[config.mk]
export PLATFORM = sky130hd
export DESIGN_NAME = hazard_ctrl
export DESIGN_NICKNAME = d
export VERILOG_FILES = /design/src/rtl/hazard_pkg.sv /design/src/rtl/hazard_lu_detect.sv /design/src/rtl/hazard_ctrl.sv
export SDC_FILE = /design/constraint.sdc
export NUM_CORES = 1
export LEC_CHECK = 0
export CORE_AREA = 3 3 40 42
export DETAILED_ROUTE_END_ITERATION = 8
export DIE_AREA = 0 0 43 45
export GPL_TIMING_DRIVEN = 1
export PLACE_DENSITY = 0.52
export SLEW_MARGIN = 20
export SYNTH_ARGS = -nofsm -noshare
export SYNTH_HDL_FRONTEND = slang
export SYNTH_SLANG_ARGS = --single-unit
[constraint.sdc]
create_clock -name clk -period 2 [get_ports clk]
set_input_delay 0.5 -clock clk [delete_from_list [all_inputs] [get_ports clk]]
set_output_delay 0.5 -clock clk [all_outputs]
set_load 0.02 [all_outputs]
[src/rtl/hazard_pkg.sv]
// Shared definitions for the IF/ID hazard controller and related pipeline helpers.
package hazard_pkg;

  localparam int unsigned REG_ADDR_W_DEFAULT = 5;
  localparam int unsigned X0                 = 0;

  typedef enum logic [1:0] {
    HZ_RUN      = 2'd0,
    HZ_LU_STALL = 2'd1,
    HZ_FLUSH    = 2'd2
  } hz_state_e;

endpackage

[src/rtl/hazard_lu_detect.sv]
// Load-use comparator: the ID instruction reads the register a load in EX is about to write.
module hazard_lu_detect
  import hazard_pkg::*;
#(
  parameter int unsigned REG_ADDR_W = REG_ADDR_W_DEFAULT
) (
  input  logic [REG_ADDR_W-1:0] rs1_i,
  input  logic [REG_ADDR_W-1:0] rs2_i,
  input  logic                  uses_rs1_i,
  input  logic                  uses_rs2_i,
  input  logic                  mem_read_i,
  input  logic [REG_ADDR_W-1:0] rd_i,
  output logic                  lu_c_o
);

  logic rd_live;
  logic rs1_hit;
  logic rs2_hit;

  // x0 is hard-wired to zero, so a load targeting it never produces a dependency.
  assign rd_live = mem_read_i && (rd_i != REG_ADDR_W'(X0));
  assign rs1_hit = uses_rs1_i && (rs1_i == rd_i);
  assign rs2_hit = uses_rs2_i && (rs2_i == rd_i);
  assign lu_c_o  = rd_live && (rs1_hit || rs2_hit);

endmodule

[src/rtl/hazard_ctrl.sv]
// Stall/flush controller for the IF/ID register, PC enable and ID/EX bubble.
// Optional HAZARD_PERF_EN adds saturating stall/flush cycle counters.
module hazard_ctrl
  import hazard_pkg::*;
#(
  parameter int unsigned REG_ADDR_W        = REG_ADDR_W_DEFAULT,
  parameter int unsigned LOAD_STALL_CYCLES = 1,
  parameter int unsigned FLUSH_CYCLES      = 1,
  parameter int unsigned CNT_W             = 4
) (
  input  logic                  clk,
  input  logic                  reset,
  input  logic [REG_ADDR_W-1:0] id_rs1,
  input  logic [REG_ADDR_W-1:0] id_rs2,
  input  logic                  id_uses_rs1,
  input  logic                  id_uses_rs2,
  input  logic                  ex_mem_read,
  input  logic [REG_ADDR_W-1:0] ex_rd,
  input  logic                  ex_branch_taken,
  input  logic                  mem_busy,
  output logic                  pc_enable,
  output logic                  if_id_enable,
  output logic                  if_id_flush,
  output logic                  id_ex_bubble,
  output logic                  pipe_hold,
  output logic [1:0]            hz_state
`ifdef HAZARD_PERF_EN
  ,
  output logic [31:0]           stall_cycles,
  output logic [31:0]           flush_cycles
`endif
);

  localparam logic [CNT_W-1:0] CNT_ONE   = CNT_W'(1);
  localparam logic [CNT_W-1:0] STALL_REL = CNT_W'(LOAD_STALL_CYCLES - 1);
  localparam logic [CNT_W-1:0] FLUSH_REL = CNT_W'(FLUSH_CYCLES - 1);

  hz_state_e        state_q, state_d;
  logic [CNT_W-1:0] cnt_q, cnt_d;
  logic             lu_c;

  hazard_lu_detect #(
    .REG_ADDR_W (REG_ADDR_W)
  ) u_lu_detect (
    .rs1_i      (id_rs1),
    .rs2_i      (id_rs2),
    .uses_rs1_i (id_uses_rs1),
    .uses_rs2_i (id_uses_rs2),
    .mem_read_i (ex_mem_read),
    .rd_i       (ex_rd),
    .lu_c_o     (lu_c)
  );

  always_ff @(posedge clk or posedge reset) begin
    if (reset) begin
      state_q <= HZ_RUN;
      cnt_q   <= '0;
    end else begin
      state_q <= state_d;
      cnt_q   <= cnt_d;
    end
  end

  // Mealy next-state/output: mem_busy > branch > load-use > default.
  always_comb begin
    state_d      = state_q;
    cnt_d        = cnt_q;
    pc_enable    = 1'b1;
    if_id_enable = 1'b1;
    if_id_flush  = 1'b0;
    id_ex_bubble = 1'b0;
    pipe_hold    = 1'b0;

    if (mem_busy) begin
      pc_enable    = 1'b0;
      if_id_enable = 1'b0;
      pipe_hold    = 1'b1;
    end else if (ex_branch_taken && (state_q != HZ_FLUSH)) begin
      // A taken branch also abandons any load-use stall in progress.
      if_id_flush  = 1'b1;
      id_ex_bubble = 1'b1;
      if (FLUSH_CYCLES > 1) begin
        state_d = HZ_FLUSH;
        cnt_d   = FLUSH_REL;
      end else begin
        state_d = HZ_RUN;
        cnt_d   = '0;
      end
    end else begin
      case (state_q)
        HZ_LU_STALL: begin
          pc_enable    = 1'b0;
          if_id_enable = 1'b0;
          id_ex_bubble = 1'b1;
          if (cnt_q <= CNT_ONE) begin
            state_d = HZ_RUN;
            cnt_d   = '0;
          end else begin
            cnt_d = cnt_q - CNT_ONE;
          end
        end
        HZ_FLUSH: begin
          if_id_flush  = 1'b1;
          id_ex_bubble = 1'b1;
          if (cnt_q <= CNT_ONE) begin
            state_d = HZ_RUN;
            cnt_d   = '0;
          end else begin
            cnt_d = cnt_q - CNT_ONE;
          end
        end
        default: begin
          // HZ_RUN, and recovery from the unused encoding.
          state_d = HZ_RUN;
          cnt_d   = '0;
          if (lu_c) begin
            pc_enable    = 1'b0;
            if_id_enable = 1'b0;
            id_ex_bubble = 1'b1;
            if (LOAD_STALL_CYCLES > 1) begin
              state_d = HZ_LU_STALL;
              cnt_d   = STALL_REL;
            end
          end
        end
      endcase
    end

    if (reset) begin
      pc_enable    = 1'b0;
      if_id_enable = 1'b0;
      if_id_flush  = 1'b1;
      id_ex_bubble = 1'b1;
      pipe_hold    = 1'b0;
    end
  end

  assign hz_state = state_q;

`ifdef HAZARD_PERF_EN
  logic [31:0] stall_cnt_q;
  logic [31:0] flush_cnt_q;

  // Saturating counters; reset keeps them at zero so reset cycles are never counted.
  always_ff @(posedge clk or posedge reset) begin
    if (reset) begin
      stall_cnt_q <= '0;
      flush_cnt_q <= '0;
    end else begin
      if (!pc_enable && !mem_busy && (stall_cnt_q != '1)) begin
        stall_cnt_q <= stall_cnt_q + 32'd1;
      end
      if (if_id_flush && (flush_cnt_q != '1)) begin
        flush_cnt_q <= flush_cnt_q + 32'd1;
      end
    end
  end

  assign stall_cycles = stall_cnt_q;
  assign flush_cycles = flush_cnt_q;
`endif

endmodule
==> results of run 1 <==
[cell type report]
class / count / area (µm²) / area share, %
inverters: 2 / 7.507 / 1.575
well taps: 15 / 18.77 / 3.937
multi-input cells: 23 / 203.9 / 42.78
repair buffers: 30 / 246.5 / 51.71
[cells by family after synthesis]
| family | count (synthesis) |
|---|---|
| xor gates and xnor gates | 10 |
| and+or+nand+nor | 6 |
| AOI/OAI and AO/OA | 5 |
| buffers and inverters | 5 |
| other | 1 |
[what timing repair did]
item	4_1_cts	5_1_grt
setup endpoints to repair	5	5
resized for setup	76	4
pin swaps	13	0
[worst paths after layout]
check                       to  slack (ns)  cells after the start
setup / recovery  if_id_enable       -0.14                      6
hold / removal    id_ex_bubble        1.67                      6
[power groups by stage]
stage,registers [mW],clock network (mW),logic (mW)
2_1_floorplan,0,0,0.0402
3_3_place_gp,0,0,0.104
3_5_place_dp,0,0,0.104
4_1_cts,0,0,0.101
5_1_grt,0,0,0.108
6_report,0,0,0.0989
[layer usage]
metal / vias to the layer above / track usage, %
met5: - / 0
met4: 0 / 0
met3: 0 / 0.3984
met2: 17 / 11.38
met1: 111 / 9.524
li1: 143 / -
[cells in the final DEF (no fill, tap or decap), types with 2 or more instances in the layout]
master,Yosys,layout
nor2_1,2,2
inv_1,2,2
buf_6,0,4
conb_1,1,2
nor4_2,1,2
dlygate4sd2_1,0,3
xnor2_1,2,2
buf_4,3,4
clkdlybuf4s50_1,0,6
buf_2,0,9
xor2_1,8,7
clkdlybuf4s15_1,0,2
[cell usage after synthesis]
master   number
nor4_1        1
nor2_1        2
o31ai_1       1
o21ai_1       1
xnor2_1       2
nor4_2        1
xor2_1        8
and2_2        1
or4_1         1
buf_4         3
conb_1        1
a21oi_1       1
o31a_1        1
inv_1         2
a32oi_1       1
==> flow_summary.ini, run 1 <==
[synth]
synth_compound_area_share_pct = 17.72
synth.distinct_cells = 15
netlist_area_um2 = 197.7
yosysTopAreaCell = xor2_1
synthTopCellsByArea = xor2_1 35%, buf_4 11%, xnor2_1 8.9%
syn_area_per_cell_um2 = 7.322
yosys_warnings = 0
syn_inst = 27
muxShareOfSynthArea_pct = 0
synthSimpleGateAreaFrac_pct = 20.89
ys_seq_area_share_pct = 0
yosysTopAreaCellShare_pct = 35.44
synthXorXnorAreaFrac_pct = 44.30
synth_top_family_by_area = XOR/XNOR gates
synth-adder-area-share_pct = 0

[critical_path]
worstPathMaxFanout = 2
path_cells = buf_6 -> xor2_1 -> nor4_2 -> a32oi_2 -> o31a_1 -> buf_6
worst_path_max_delay_cell = nor4_2
cp_slowest_stage_delay_ns = 0.30
crit_top_cell = buf_6
cp_num_buf_inv = 2
worst_ep_required_time_ns = 1.50
cpLargestDelayFamily = compound AO/OA/AOI/OAI gates
startpoint = id_rs1[2]
startpoint_type = input pin
path_class = input pin to primary output
cp.arrival_ns = 1.64
endpoint_kind = primary output

[grt]
grt_pass1_vias = 265
grt-ovfl-total = 0
grt_pass1_wl_um = 1021
grt_max_degree = 4
antenna_found_initial = 0
grtUsageTotal_pct = 6.551

[pwr]
combPwrFrac_pct = 100.0
p_int_mw = 0.05554
pwr-share-clk_pct = 0
power.total_mw = 0.09887
p_per_area_nw_per_um2 = 207.4
leakagePower_nw = 0.2170
switching_share_pct = 43.83
seqPwrFrac_pct = 0
p_switching_mw = 0.04334
peakVddDrop_v = 0.00007378

[floorplanning]
num_rows = 13
start_util_pct = 15.38
dieArea_um2 = 1935
ioPinCount = 29
fp.dieW_um = 43
coreArea_um2 = 1285
die_h_um = 45

[routing]
dr_total_vias = 271
maxUsedRoutingLayer = met3
ant_nets = 0
drt_first_pass_iters = 1
drt_iter0_markers = 0
wl_met3_um = 80
wirelength_um = 653
wl_met1_um = 267
wl_met2_um = 305
drcViolationCount = 0
vias_per_cell = 3.871
routedWlPerCell_um = 9.329

[placed_design]
place_ws_ns = -0.9812
routabilityCongestion = 0.7045
port_buffers = 26
dpl-instance-area_um2 = 488.0
post-dp-hpwl_um = 591
place_inst = 70

[outcome]
violations = setup timing
status = finished with violations

[clock_tree]
hold_buffers = 0
post-cts-setup-buffer-count = 0

[worst_hold_path]
hold_path.class = input pin to primary output
min_from = ex_rd[3]

[timing]
setup_viol = 3
layout_setup_ws_ns = -0.1360
max_freq_ghz = 0.4682
drv_slew = 0
hold_violations = 0
holdWs_ns = 1.672
period_needed_ns = 2.136
fin_crit_sh_pct = 106.8
finalSetupTns_ns = -0.3930
rsz0062_at_grt = true

[finish]
fin_area_um2 = 476.7
area_growth_pct = 141.1
nClkBuffers = 0
final_util_pct = 37.10
layout.nets = 79
seq_cells = 0
n_fill_cell = 149
diodes = 0
instances_no_fill = 70
drive_gt1_share_pct = 49.09
ff_latch_area_um2 = 0

[job]
drv_cap = 0
(Power assumes the default switching activity.)
==> run 2, diff against run 1 <==
REMOVE_ABC_BUFFERS = 1   (was unset)
==> flow_summary.ini, run 2 (synthesized netlist as in run 1, its figures left out) <==
[floorplanning]
start_util_pct = 15.38
fp.dieW_um = 43
coreArea_um2 = 1285
num_rows = 13
ioPinCount = 29
dieArea_um2 = 1935
die_h_um = 45

[critical_path]
startpoint_type = input pin
cp.arrival_ns = 1.62
path_class = input pin to primary output
cp_slowest_stage_delay_ns = 0.52
worst_ep_required_time_ns = 1.50
worst_path_max_delay_cell = or4_4
path_cells = buf_6 -> or4_4 -> o21ai_2 -> buf_4 -> o31ai_1 -> buf_2
worstPathMaxFanout = 3
endpoint_kind = primary output

[pwr]
combPwrFrac_pct = 100.0
p_per_area_nw_per_um2 = 206.2
peakVddDrop_v = 0.00006554
p_int_mw = 0.05411
pwr-share-clk_pct = 0
switching_share_pct = 43.61
leakagePower_nw = 0.2143
p_switching_mw = 0.04185
seqPwrFrac_pct = 0

[routing]
wirelength_um = 600
wl_met3_um = 89
wl_met2_um = 276
drt_first_pass_iters = 2
ant_nets = 0
routedWlPerCell_um = 8.571
vias_per_cell = 3.943
drt_iter0_markers = 1
drcViolationCount = 0
dr_total_vias = 276
wl_met1_um = 235
maxUsedRoutingLayer = met3

[finish]
area_growth_pct = 135.4
ff_latch_area_um2 = 0
instances_no_fill = 70
fin_area_um2 = 465.4
diodes = 0
seq_cells = 0
final_util_pct = 36.22
final_cell_mix = 9 x buf_2, 8 x xor2_1, 6 x clkdlybuf4s50_1
nClkBuffers = 0
layout.nets = 79
drive_gt1_share_pct = 47.27
layout_commonest_cell = buf_2
multiInputGateArea_um2 = 196.4
n_fill_cell = 162

[grt]
antenna_found_initial = 0
grt_pass1_vias = 238
grt_max_degree = 4
grt-ovfl-total = 0
grtUsageTotal_pct = 5.638
grt_pass1_wl_um = 917

[timing]
hold_violations = 0
fin_crit_sh_pct = 105.8
rsz0062_at_grt = true
max_freq_ghz = 0.4725
drv_slew = 0
layout_setup_ws_ns = -0.1166
setup_viol = 3
period_needed_ns = 2.117

[placed_design]
routabilityCongestion = 0.7417
port_buffers = 26
dpl-instance-area_um2 = 488.0
place_inst = 70
post-dp-hpwl_um = 574.1

[clock_tree]
hold_buffers = 0
post-cts-setup-buffer-count = 0

[outcome]
violations = setup timing
status = finished with violations

[job]
drv_cap = 0

[worst_hold_path]
hold_path.class = input pin to primary output
## run 2: cell types whose count changed in the layout (fill, tap and decap cells not counted)
cell / before / now
buf_8: 1 / 0
xor2_1: 7 / 8
buf_6: 4 / 5
xor2_2: 1 / 0
## run 2: through the flow
step	worst slack (ns)	hold WS (ns)	setup TNS (ns)	power, mW
after global placement	-0.9634	2.079	-3.459	0.1041
after detailed placement	-0.9687	2.075	-3.447	0.1038
after floorplan	-0.1279	1.075	-0.2272	0.03568
after CTS	-0.1369	1.677	-0.3990	0.09815
after global routing	-0.1977	1.711	-0.5888	0.1037
final	-0.1166	1.671	-0.3444	0.09596
## run 2: power groups by stage
| stage | combinational [mW] | clock (mW) | sequential [mW] |
|---|---|---|---|
| finish | 0.0960 | 0 | 0 |
| global route | 0.104 | 0 | 0 |
| CTS | 0.0981 | 0 | 0 |
| detailed placement | 0.104 | 0 | 0 |
| global placement | 0.104 | 0 | 0 |
| floorplan | 0.0357 | 0 | 0 |
## run 2: per-layer routing
layer	vias up	track usage, %
met3	0	0.7968
met5	-	0
met1	113	7.381
li1	145	-
met2	18	10.48
met4	0	0
## run 2: what timing repair did
item,CTS,global route
pin swaps,14,1
endpoints found under the hold margin,0,0
gates resized for setup,78,1
setup endpoints to repair,5,4
## run 2: layout make-up
type | count | share of cell area (%)
timing repair buffer | 30 | 52.15
multi-input combinational | 23 | 42.20
tap | 15 | 4.032
inverter | 2 | 1.613
## run 2: final timing paths
path                  cells after the start  startpoint  slack [ns]            to
worst min-delay path                      6    ex_rd[3]        1.67  id_ex_bubble
worst max-delay path                      6    ex_rd[4]       -0.12  id_ex_bubble
## run 2: critical path: cells and delay by family
kind,cells,cell delay [ns]
AND/OR/NAND/NOR,1,0.52
buffers and inverters,3,0.38
AO/OA/AOI/OAI,2,0.22
==> run 3, diff against run 2 <==
DONT_BUFFER_PORTS = 1   (was unset)
PLACE_DENSITY = 0.3   (was 0.52)
==> flow_summary.ini, run 3 (synthesized netlist as in run 1, its figures left out) <==
[grt]
grt_pass1_wl_um = 786
grt-ovfl-total = 0
grt_pass1_vias = 201
grtUsageTotal_pct = 5.058
grt_max_degree = 4
antenna_found_initial = 0

[finish]
layout.nets = 51
seq_cells = 0
area_growth_pct = 20.89
ff_latch_area_um2 = 0
instances_no_fill = 42
multiInputGateArea_um2 = 185.2
nClkBuffers = 0
drive_gt1_share_pct = 22.22
diodes = 0
layout_commonest_cell = xor2_1
n_fill_cell = 147

[floorplanning]
fp.dieW_um = 43
num_rows = 13
dieArea_um2 = 1935
ioPinCount = 29
coreArea_um2 = 1285
die_h_um = 45
start_util_pct = 15.38

[job]
drv_cap = 0

[timing]
drv_slew = 0
hold_violations = 0
rsz0062_at_grt = true
setup_viol = 3
fin_crit_sh_pct = 103.7
layout_setup_ws_ns = -0.07361
max_freq_ghz = 0.4823
period_needed_ns = 2.074

[routing]
drt_first_pass_iters = 2
wl_met2_um = 216
vias_per_cell = 4.476
drt_iter0_markers = 1
ant_nets = 0
routedWlPerCell_um = 13.02
dr_total_vias = 188
wirelength_um = 547
drcViolationCount = 0
maxUsedRoutingLayer = met3
wl_met3_um = 114
wl_met1_um = 216

[critical_path]
endpoint_kind = primary output
worstPathMaxFanout = 3
cp.arrival_ns = 1.57
startpoint = ex_rd[4]
worst_ep_required_time_ns = 1.50
path_class = input pin to primary output
startpoint_type = input pin

[worst_hold_path]
holdPathStages = 1
min_to = pipe_hold
hold_path.class = input pin to primary output
min_from = reset

[placed_design]
routabilityCongestion = 0.6791
place_inst = 42
port_buffers = 0
post-dp-hpwl_um = 533.5

[pwr]
leakagePower_nw = 0.08826
p_per_area_nw_per_um2 = 204.8
power.total_mw = 0.04894
peakVddDrop_v = 0.00005197

[outcome]
violations = setup timing
status = finished with violations
==> run 3: how the worst max path moves through the flow <==
stage,endpoint,cells after the start
2_1_floorplan,id_ex_bubble,4
3_3_place_gp,pc_enable,5
3_5_place_dp,if_id_enable,5
4_1_cts,if_id_enable,5
5_1_grt,id_ex_bubble,5
6_report,if_id_enable,5
==> run 3: what timing repair did <==
item                                    4_1_cts  5_1_grt
gates resized for setup                       0        2
hold buffers                                  0        0
pin swaps                                     2        1
buffers inserted                              0        0
endpoints found under the setup margin        3        3
==> run 3: final cells by class <==
| cell class | count | area share, % |
|---|---|---|
| multi-input cells | 23 | 77.49 |
| repair buffers | 2 | 11.52 |
| well taps | 15 | 7.853 |
| inverters | 2 | 3.141 |
==> run 3: stage by stage <==
stage / area (µm²) / setup TNS, ns / setup WS [ns] / hold slack, ns / util [%]
2_1_floorplan: 178.9 / -0.2272 / -0.1279 / 1.075 / -
3_3_place_gp: 225.2 / -0.1536 / -0.06961 / 1.082 / 17.53
3_5_place_dp: 225.2 / -0.2068 / -0.07574 / 1.079 / 17.53
4_1_cts: 225.2 / -0.2465 / -0.08614 / 1.079 / 17.53
5_1_grt: 239.0 / -0.4874 / -0.1675 / 1.080 / 18.60
6_report: 239.0 / -0.1940 / -0.07361 / 1.078 / 18.60
==> run 3: per-layer routing <==
layer  global-route usage (%)  vias to the layer above
li1                         -                       88
met1                    6.905                       78
met2                    8.683                       22
met3                    1.195                        0
met4                        0                        0
met5                        0                        -
==> run 3: where the power goes <==
part	internal, mW	leakage (nW)	switching, mW
Combinational	0.0219	0.0883	0.0270
Sequential	0	0	0
Clock	0	0	0
Total	0.0219	0.0883	0.0270
==> run 3: critical path, cell delays in order <==
cell	delay [ns]
xor2_1	0.14
nor4_2	0.28
a32oi_2	0.16
o31a_1	0.33
buf_12	0.15
